### config.mk
export PLATFORM = sky130hd
export DESIGN_NAME = rf_wb_arbiter
export DESIGN_NICKNAME = d
export VERILOG_FILES = /design/src/rtl/rf_wb_arbiter_pkg.sv /design/src/rtl/rf_wb_arbiter_scoreboard.sv /design/src/rtl/rf_wb_arbiter.sv
export SDC_FILE = /design/constraint.sdc
export NUM_CORES = 1
export LEC_CHECK = 0
export ABC_AREA = 1
export CORE_UTILIZATION = 49
export CTS_CLUSTER_DIAMETER = 100
export DETAILED_ROUTE_END_ITERATION = 8
export PLACE_DENSITY_LB_ADDON = 0.25
export SYNTH_ARGS = -nofsm -noshare
export SYNTH_HDL_FRONTEND = slang
export SYNTH_SLANG_ARGS = --single-unit
### constraint.sdc
create_clock -name clk -period 2.25 [get_ports clk]
set_input_delay 0.3375 -clock clk [delete_from_list [all_inputs] [get_ports clk]]
set_output_delay 0.3375 -clock clk [all_outputs]
set_load 0.01 [all_outputs]
### src/rtl/rf_wb_arbiter_pkg.sv
// -----------------------------------------------------------------------------
// rf_wb_arbiter_pkg
// Shared types for the register-file writeback arbiter and its scoreboard.
//   reg_idx_t : architectural register index (5 bits, 32 registers)
//   word_t    : default-width register value
//   wb_src_e  : which source owns the register-file write port this cycle
// -----------------------------------------------------------------------------
package rf_wb_arbiter_pkg;

    localparam int XLEN_DEF  = 32;
    localparam int REG_IDX_W = 5;

    typedef logic [REG_IDX_W-1:0] reg_idx_t;
    typedef logic [XLEN_DEF-1:0]  word_t;

    typedef enum logic [1:0] {
        WB_NONE       = 2'd0,
        WB_PIPE       = 2'd1,
        WB_MDU_DIRECT = 2'd2,
        WB_MDU_HOLD   = 2'd3
    } wb_src_e;

    // x0 is hard-wired; writes to it and hazards on it are meaningless
    function automatic logic idx_nonzero(input reg_idx_t idx);
        return (idx != {REG_IDX_W{1'b0}});
    endfunction

endpackage

### src/rtl/rf_wb_arbiter_scoreboard.sv
// -----------------------------------------------------------------------------
// rf_wb_arbiter_scoreboard
// Tracks which architectural registers have an MDU operation in flight and
// reports decode-stage hazards against them.
// Ports:
//   clk, rst               : clock, synchronous active-high reset
//   set_en, set_idx        : MDU op issued; mark destination pending
//   clr_en, clr_idx        : MDU result written this cycle; retire destination
//   rs1, rs2, rd           : decode-stage register indices
//   hazard_stall           : decode must stall (combinational)
// -----------------------------------------------------------------------------
module rf_wb_arbiter_scoreboard
    import rf_wb_arbiter_pkg::*;
#(
    parameter int NREGS = 32
) (
    input  logic                 clk,
    input  logic                 rst,
    input  logic                 set_en,
    input  logic [REG_IDX_W-1:0] set_idx,
    input  logic                 clr_en,
    input  logic [REG_IDX_W-1:0] clr_idx,
    input  logic [REG_IDX_W-1:0] rs1,
    input  logic [REG_IDX_W-1:0] rs2,
    input  logic [REG_IDX_W-1:0] rd,
    output logic                 hazard_stall
);

    logic [NREGS-1:0] pending_r;
    logic [NREGS-1:0] set_mask_s;
    logic [NREGS-1:0] clr_mask_s;
    logic [NREGS-1:0] pending_next_s;
    logic             hit_rs1_s;
    logic             hit_rs2_s;
    logic             hit_rd_s;

    // A register being written by the MDU this cycle is already visible via
    // the regfile's write-to-read bypass, so it no longer counts as a hazard.
    function automatic logic reg_hit(
        input reg_idx_t         idx,
        input logic [NREGS-1:0] pend,
        input logic             cen,
        input reg_idx_t         cidx
    );
        return idx_nonzero(idx) && pend[idx] && !(cen && (cidx == idx));
    endfunction

    // Build set/clear masks; set is applied after clear so a same-cycle
    // re-issue of the retiring register stays pending.
    always_comb begin
        set_mask_s = '0;
        clr_mask_s = '0;
        if (set_en && idx_nonzero(set_idx)) begin
            set_mask_s[set_idx] = 1'b1;
        end else begin
            set_mask_s = '0;
        end
        if (clr_en && idx_nonzero(clr_idx)) begin
            clr_mask_s[clr_idx] = 1'b1;
        end else begin
            clr_mask_s = '0;
        end
        pending_next_s = (pending_r & ~clr_mask_s) | set_mask_s;
    end

    // Pending-vector state register
    always_ff @(posedge clk) begin
        if (rst) begin
            pending_r <= '0;
        end else begin
            pending_r <= pending_next_s;
        end
    end

    // Decode hazard compare against the pending vector
    always_comb begin
        hit_rs1_s = reg_hit(rs1, pending_r, clr_en, clr_idx);
        hit_rs2_s = reg_hit(rs2, pending_r, clr_en, clr_idx);
        hit_rd_s  = reg_hit(rd,  pending_r, clr_en, clr_idx);
        if (rst) begin
            hazard_stall = 1'b0;
        end else begin
            hazard_stall = hit_rs1_s | hit_rs2_s | hit_rd_s;
        end
    end

endmodule

### src/rtl/rf_wb_arbiter.sv
// -----------------------------------------------------------------------------
// rf_wb_arbiter
// Owns the single register-file write port and shares it between the in-order
// pipeline writeback (always highest priority) and the out-of-order MDU
// result. A one-entry hold register absorbs an MDU result that collides with a
// pipeline write; a starvation counter raises stall_req when that held result
// keeps losing. A scoreboard flags decode hazards on MDU destinations.
// Ports:
//   clk, rst                              : clock, synchronous active-high reset
//   pipe_wb_load/pipe_wb_rd/pipe_wb_data  : pipeline writeback
//   mdu_valid/mdu_ready/mdu_rd/mdu_data   : MDU result handshake
//   issue_mdu/issue_rd                    : MDU op issued by decode
//   dec_rs1/dec_rs2/dec_rd, hazard_stall  : decode hazard query
//   stall_req                             : registered writeback hold-off request
//   rf_load/rf_dest/rf_in                 : register-file write port
// -----------------------------------------------------------------------------
module rf_wb_arbiter
    import rf_wb_arbiter_pkg::*;
#(
    parameter int XLEN         = 32,
    parameter int NREGS        = 32,
    parameter int STARVE_LIMIT = 4
) (
    input  logic                 clk,
    input  logic                 rst,
    input  logic                 pipe_wb_load,
    input  logic [REG_IDX_W-1:0] pipe_wb_rd,
    input  logic [XLEN-1:0]      pipe_wb_data,
    input  logic                 mdu_valid,
    output logic                 mdu_ready,
    input  logic [REG_IDX_W-1:0] mdu_rd,
    input  logic [XLEN-1:0]      mdu_data,
    input  logic                 issue_mdu,
    input  logic [REG_IDX_W-1:0] issue_rd,
    input  logic [REG_IDX_W-1:0] dec_rs1,
    input  logic [REG_IDX_W-1:0] dec_rs2,
    input  logic [REG_IDX_W-1:0] dec_rd,
    output logic                 hazard_stall,
    output logic                 stall_req,
    output logic                 rf_load,
    output logic [REG_IDX_W-1:0] rf_dest,
    output logic [XLEN-1:0]      rf_in
);

    localparam int              CNT_W   = $clog2(STARVE_LIMIT + 1);
    localparam logic [CNT_W-1:0] LIMIT_C = CNT_W'(STARVE_LIMIT);
    localparam logic [CNT_W-1:0] ONE_C   = CNT_W'(1);

    logic                 pipe_win_s;
    logic                 mdu_keep_s;
    logic                 capture_s;
    logic                 drain_s;
    wb_src_e              src_s;
    logic                 clr_en_s;
    logic [REG_IDX_W-1:0] clr_idx_s;
    logic [CNT_W-1:0]     starve_next_s;

    logic                 hold_valid_r;
    logic [REG_IDX_W-1:0] hold_rd_r;
    logic [XLEN-1:0]      hold_data_r;
    logic [CNT_W-1:0]     starve_cnt_r;
    logic                 stall_req_r;

    // Ready depends only on the hold flop, never on mdu_valid
    assign mdu_ready = !hold_valid_r && !rst;
    assign stall_req = stall_req_r;

    // Qualify the two sources; an rd=0 MDU result is accepted then dropped
    always_comb begin
        pipe_win_s = pipe_wb_load && idx_nonzero(pipe_wb_rd);
        mdu_keep_s = mdu_valid && mdu_ready && idx_nonzero(mdu_rd);
        capture_s  = mdu_keep_s && pipe_win_s;
    end

    // Write-port source select: pipeline > held MDU result > direct MDU result
    always_comb begin
        src_s = WB_NONE;
        if (rst) begin
            src_s = WB_NONE;
        end else if (pipe_win_s) begin
            src_s = WB_PIPE;
        end else if (hold_valid_r) begin
            src_s = WB_MDU_HOLD;
        end else if (mdu_keep_s) begin
            src_s = WB_MDU_DIRECT;
        end else begin
            src_s = WB_NONE;
        end
    end

    // Register-file write-port mux
    always_comb begin
        rf_load = 1'b0;
        rf_dest = '0;
        rf_in   = '0;
        case (src_s)
            WB_PIPE: begin
                rf_load = 1'b1;
                rf_dest = pipe_wb_rd;
                rf_in   = pipe_wb_data;
            end
            WB_MDU_HOLD: begin
                rf_load = 1'b1;
                rf_dest = hold_rd_r;
                rf_in   = hold_data_r;
            end
            WB_MDU_DIRECT: begin
                rf_load = 1'b1;
                rf_dest = mdu_rd;
                rf_in   = mdu_data;
            end
            default: begin
                rf_load = 1'b0;
                rf_dest = '0;
                rf_in   = '0;
            end
        endcase
    end

    // Scoreboard clear port and starvation-counter next value
    always_comb begin
        drain_s   = (src_s == WB_MDU_HOLD);
        clr_en_s  = (src_s == WB_MDU_HOLD) || (src_s == WB_MDU_DIRECT);
        clr_idx_s = drain_s ? hold_rd_r : mdu_rd;
        if (drain_s) begin
            starve_next_s = '0;
        end else if (hold_valid_r && pipe_win_s && (starve_cnt_r != LIMIT_C)) begin
            starve_next_s = starve_cnt_r + ONE_C;
        end else begin
            starve_next_s = starve_cnt_r;
        end
    end

    // Hold register, starvation counter and stall request state
    always_ff @(posedge clk) begin
        if (rst) begin
            hold_valid_r <= 1'b0;
            hold_rd_r    <= '0;
            hold_data_r  <= '0;
            starve_cnt_r <= '0;
            stall_req_r  <= 1'b0;
        end else begin
            if (drain_s) begin
                hold_valid_r <= 1'b0;
            end else if (capture_s) begin
                hold_valid_r <= 1'b1;
            end else begin
                hold_valid_r <= hold_valid_r;
            end
            if (capture_s) begin
                hold_rd_r   <= mdu_rd;
                hold_data_r <= mdu_data;
            end else begin
                hold_rd_r   <= hold_rd_r;
                hold_data_r <= hold_data_r;
            end
            starve_cnt_r <= starve_next_s;
            // Draining zeroes the counter, which also drops the request
            stall_req_r  <= (starve_next_s == LIMIT_C);
        end
    end

    rf_wb_arbiter_scoreboard #(
        .NREGS (NREGS)
    ) u_scoreboard (
        .clk          (clk),
        .rst          (rst),
        .set_en       (issue_mdu),
        .set_idx      (issue_rd),
        .clr_en       (clr_en_s),
        .clr_idx      (clr_idx_s),
        .rs1          (dec_rs1),
        .rs2          (dec_rs2),
        .rd           (dec_rd),
        .hazard_stall (hazard_stall)
    );

endmodule

==> results.yml, run 1 <==
synth:
  synthCells: 840
  avgSynthCellArea_sq_um: 5.95
  synth_top_area_share_pct: 29.6
  synth-edff-count: 0
  synthTopCellsByCount: "nand2_1 (222), nand3_1 (110), nor2_1 (100), o21ai_0 (81), dfxtp_1 (74)"
  yosys_warnings: 0
  seq_area_frac_synth_pct: 29.6
  async_reset_ff_share_pct: 0
  synth_flop_cell: "dfxtp_1"
  synth_fp_nets: 941
  yosysMostFrequentCell: "nand2_1"
  ys_types: 31
  synth_area_sq_um: 5000
  synth_top_cell_by_area: "dfxtp_1"
  synth-seq-cells: 74
  synthTopCellsByArea: "dfxtp_1 (30%), nand2_1 (17%), nand3_1 (11%), o21ai_0 (8.1%), nor2_1 (7.5%)"
clock_tree:
  ctsHoldBuffers: 0
  cts-htree-levels: 3
  cts_root_buf: "clkbuf_8"
  cts_buffer_depth: 2
  cts_sinks: 74
  numCtsBuffers: 9
status:
  error: "[ERROR GRT-0232] Routing congestion too high. Check the congestion heatmap in the GUI."
  status: "did not finish"
  stop_stage: "5_1_grt"
floorplanning:
  die_height_um: 103
  die_x_um: 103
  fp-row-count: 36
  initial_core_util_pct: 50.9
  ios: 140
placed_design:
  dp_cells: 1147
  post-place-ws_ns: -0.596
  globalplace.congestion: 0.922
  hpwl_um: 12600
  portBuffers: 139
  dpl_cell_area_sq_um: 7050
global_route:
  grt.total_usage_pct: 75.8
  grt_overflow: 6
  antenna_found_initial: 4
  grt_max_degree: 38
timing:
  crit_endpoint: "hazard_stall"
  worstEpCategory: "top-level output"
## metal layers
layer  GRT usage, %  GRT overflow
met5           37.5             0
met4           70.7             2
met3           64.1             0
met2           89.3             4
met1           77.3             0
## stage by stage
| step | hold WS, ns | util [%] |
|---|---|---|
| floorplan | 0.410 | - |
| global placement | 0.424 | 71.8 |
| detailed placement | 0.421 | 71.8 |
| CTS | 0.437 | 81.2 |
## kinds of logic after synthesis
group	Yosys count	share of synthesized area, %
adders and majority gates	2	0.500
and+or+nand+nor	474	41.3
AOI/OAI and AO/OA	176	19.1
buffers and inverters	113	9.31
DFF	74	29.6
xor gates and xnor gates	1	0.175
## timing repair
item / in CTS
setup endpoints to repair: 40
gates resized for setup: 275
cloned: 8
pin swaps: 12
buffers inserted: 24
hold endpoints to repair: 0
==> run 2: changes to the inputs <==
--- a/config.mk
+++ b/config.mk
@@ -6,10 +6,9 @@
 export NUM_CORES = 1
 export LEC_CHECK = 0
 export ABC_AREA = 1
-export CORE_UTILIZATION = 49
-export CTS_CLUSTER_DIAMETER = 100
+export CORE_UTILIZATION = 40
 export DETAILED_ROUTE_END_ITERATION = 8
-export PLACE_DENSITY_LB_ADDON = 0.25
+export PLACE_DENSITY_LB_ADDON = 0.15
 export SYNTH_ARGS = -nofsm -noshare
 export SYNTH_HDL_FRONTEND = slang
 export SYNTH_SLANG_ARGS = --single-unit
==> results.yml, run 2 <==
synth:
  synthTopCellsByCount: "nand2_1 (222), nand3_1 (110), nor2_1 (100), o21ai_0 (81), dfxtp_1 (74)"
  synthCells: 840
  synth_fp_nets: 941
  ys_types: 31
  avgSynthCellArea_sq_um: 5.95
  synth_flop_cell: "dfxtp_1"
  synth_top_area_share_pct: 29.6
  yosysMostFrequentCell: "nand2_1"
  synth-seq-cells: 74
  async_reset_ff_share_pct: 0
  synth_area_sq_um: 5000
  synth_top_cell_by_area: "dfxtp_1"
  synthTopCellsByArea: "dfxtp_1 (30%), nand2_1 (17%), nand3_1 (11%), o21ai_0 (8.1%), nor2_1 (7.5%)"
  synth-edff-count: 0
  yosys_warnings: 0
  seq_area_frac_synth_pct: 29.6
drt:
  drc: 0
  final_antenna_net_count: 0
  routed_wl_um: 19900
  routedWlPerCell_um: 15.9
  dr.pass1.iters: 5
  num_vias: 6769
  viasPerCell: 5.42
  drtIter0Drc: 606
timing:
  final_hold_viol_count: 0
  fin_crit_ns: 2.34
  drv_slew: 0
  hold_ws_ns: 0.440
  setup-violations-final: 2
  clock.fmax_mhz: 427
  fin_crit_sh_pct: 104
  rsz0062_at_grt: "yes"
  fin_ws_ns: -0.0932
  max_slew.worst_pin.slew_ns: 0.819
  slew_headroom_pct: 44.9
  fin_worst_skew_ns: 0.00616
power:
  comb_power_share_pct: 26.9
  finalPower_mw: 4.03
  p_seq_share_pct: 34.4
  p_int_mw: 2.89
  p_leak_nw: 3.73
  p_sw_share_pct: 28.3
  switchingPower_mw: 1.14
  peakVddDrop_mv: 0.341
  power_density_nw_per_um2: 491
  clkPwrFrac_pct: 38.8
cells_and_area:
  layout_common_cells: "nand2_1 (200), nand3_1 (96), nor2_1 (95)"
  synthToLayoutAreaGrowth_pct: 64.0
  layout-drive-gt1-share_pct: 24.4
  fillers: 1077
  mostFrequentLayoutCell: "nand2_1"
  reg_top3: "hold_data_r x32, u_scoreboard.pending_r x32, hold_rd_r x5"
  layout.nets: 1174
critical_path:
  crit_buf_inv: 5
  crit_fanout: 6
  required_ns: 1.91
  critical_path_class: "flip-flop to output port"
  critPathSlowestCell: "dfxtp_4"
  cp-start-kind: "flip-flop"
  max_stage_delay_ns: 0.37
  critical-path-top-delay-family: "simple AND/OR/NAND/NOR gates"
  end_kind: "output port"
  worstPathArrival_ns: 2.01
  path_cells: "inv_2 -> nor2_4 -> buf_12 -> buf_12 -> nand3b_1 -> nand2_4 -> nor2_1 -> nor2_1 -> nand3_1 -> nand2_1 -> nand3_1 -> nand2_1 -> inv_1 -> buf_2"
floorplanning:
  fp-row-count: 40
  initial_core_util_pct: 41.3
  die_area_sq_um: 13000
  ios: 140
  die_x_um: 114
  die_height_um: 114
  core_area_sq_um: 12100
worst_hold_path:
  hold_path_class: "flip-flop to flip-flop"
clock_tree:
  cts_sinks: 74
  cts_root_buf: "clkbuf_16"
  clkLatencyLatePin_ns: 0.34
  cts-htree-levels: 3
  ctsHoldBuffers: 0
  numCtsBuffers: 9
  cts_tree: "built"
  cts_buffer_depth: 2
  path_clk_slew_ns: 0.06
global_route:
  grt_pass1_wl_um: 30100
  grt_overflow: 0
  grt.total_usage_pct: 29.4
  grt_max_degree: 38
  grt_pass1_vias: 5954
  antenna_found_initial: 3
status:
  status: "complete, but fails checks"
  violations: "negative setup slack"
flow_run:
  cap_violations: 0
placed_design:
  portBuffers: 139
  globalplace.congestion: 0.900
  hpwl_um: 12800
## run 2: cell counts after synthesis
No cell type changed its count.
## run 2: per-stage QoR
step	cells	TNS [ns]	util, %	setup WS (ns)	area [sq um]
after floorplan	840	0	-	0.428	5000
after global placement	1197	-21.71	59.6	-0.585	7220
after detailed placement	1197	-22.48	59.6	-0.611	7220
after CTS	1236	-0.0240	64.5	-0.0240	7820
after global routing	1249	-1.07	67.7	-0.182	8200
final	1249	-0.0994	67.7	-0.0932	8200
## run 2: repair_timing
item | CTS | global route
gates cloned | 8 | 3
buffers inserted | 16 | 8
pin swaps | 19 | 23
gates resized for setup | 214 | 71
endpoints found under the setup margin | 39 | 39
## run 2: final timing paths
path	from	cells past startpoint	slack (ns)	end
hold reg to reg	u_scoreboard.pending_r[0]	2	0.44	u_scoreboard.pending_r[0]
hold / removal	u_scoreboard.pending_r[0]	2	0.44	u_scoreboard.pending_r[0]
setup / recovery	hold_valid_r	14	-0.09	hazard_stall
setup reg to reg	hold_valid_r	9	0.34	hold_data_r[9]
## run 2: final cells by class
| type | count | area, sq um | share of cell area, % |
|---|---|---|---|
| antenna | 3 | 7.51 | 0.0916 |
| clock buffer | 11 | 243 | 2.96 |
| clock inverter | 5 | 77.6 | 0.946 |
| inverter | 69 | 273 | 3.33 |
| multi-input combinational | 653 | 3330 | 40.6 |
| sequential | 74 | 1490 | 18.1 |
| tap | 168 | 210 | 2.56 |
| timing repair buffer | 266 | 2570 | 31.4 |
## run 2: worst min-delay path, cell delays in order, from the launching register on
cell and delay [ns]:
dfxtp_1 0.30, inv_1 0.06, nor2_1 0.04
## run 2: metal layers
layer  global-route usage, %  wire length (um)  vias to the layer above
met5                       0                 0                        -
met3                    3.88              1430                       38
met4                    10.3               447                        0
met2                    45.4              8910                      284
met1                    41.8              9090                     3176
li1                        -                 -                     3271
## run 2: kinds of logic after synthesis
kind of cell | Yosys count | synth area share, %
and+or+nand+nor | 474 | 41.3
AOI/OAI and AO/OA | 176 | 19.1
buffers and inverters | 113 | 9.31
DFF | 74 | 29.6
adders and majority gates | 2 | 0.500
xor gates and xnor gates | 1 | 0.175
## run 2: power by group through the flow
| stage | Sequential (mW) | Combinational (mW) | Clock [mW] |
|---|---|---|---|
| 4_1_cts | 1.38 | 0.994 | 1.56 |
| 3_5_place_dp | 1.41 | 0.942 | 0 |
| 2_1_floorplan | 1.40 | 0.414 | 0 |
| 5_1_grt | 1.39 | 1.16 | 1.63 |
| 3_3_place_gp | 1.41 | 0.940 | 0 |
| 6_report | 1.39 | 1.08 | 1.56 |
No activity file was read; power rests on OpenSTA's default activity.
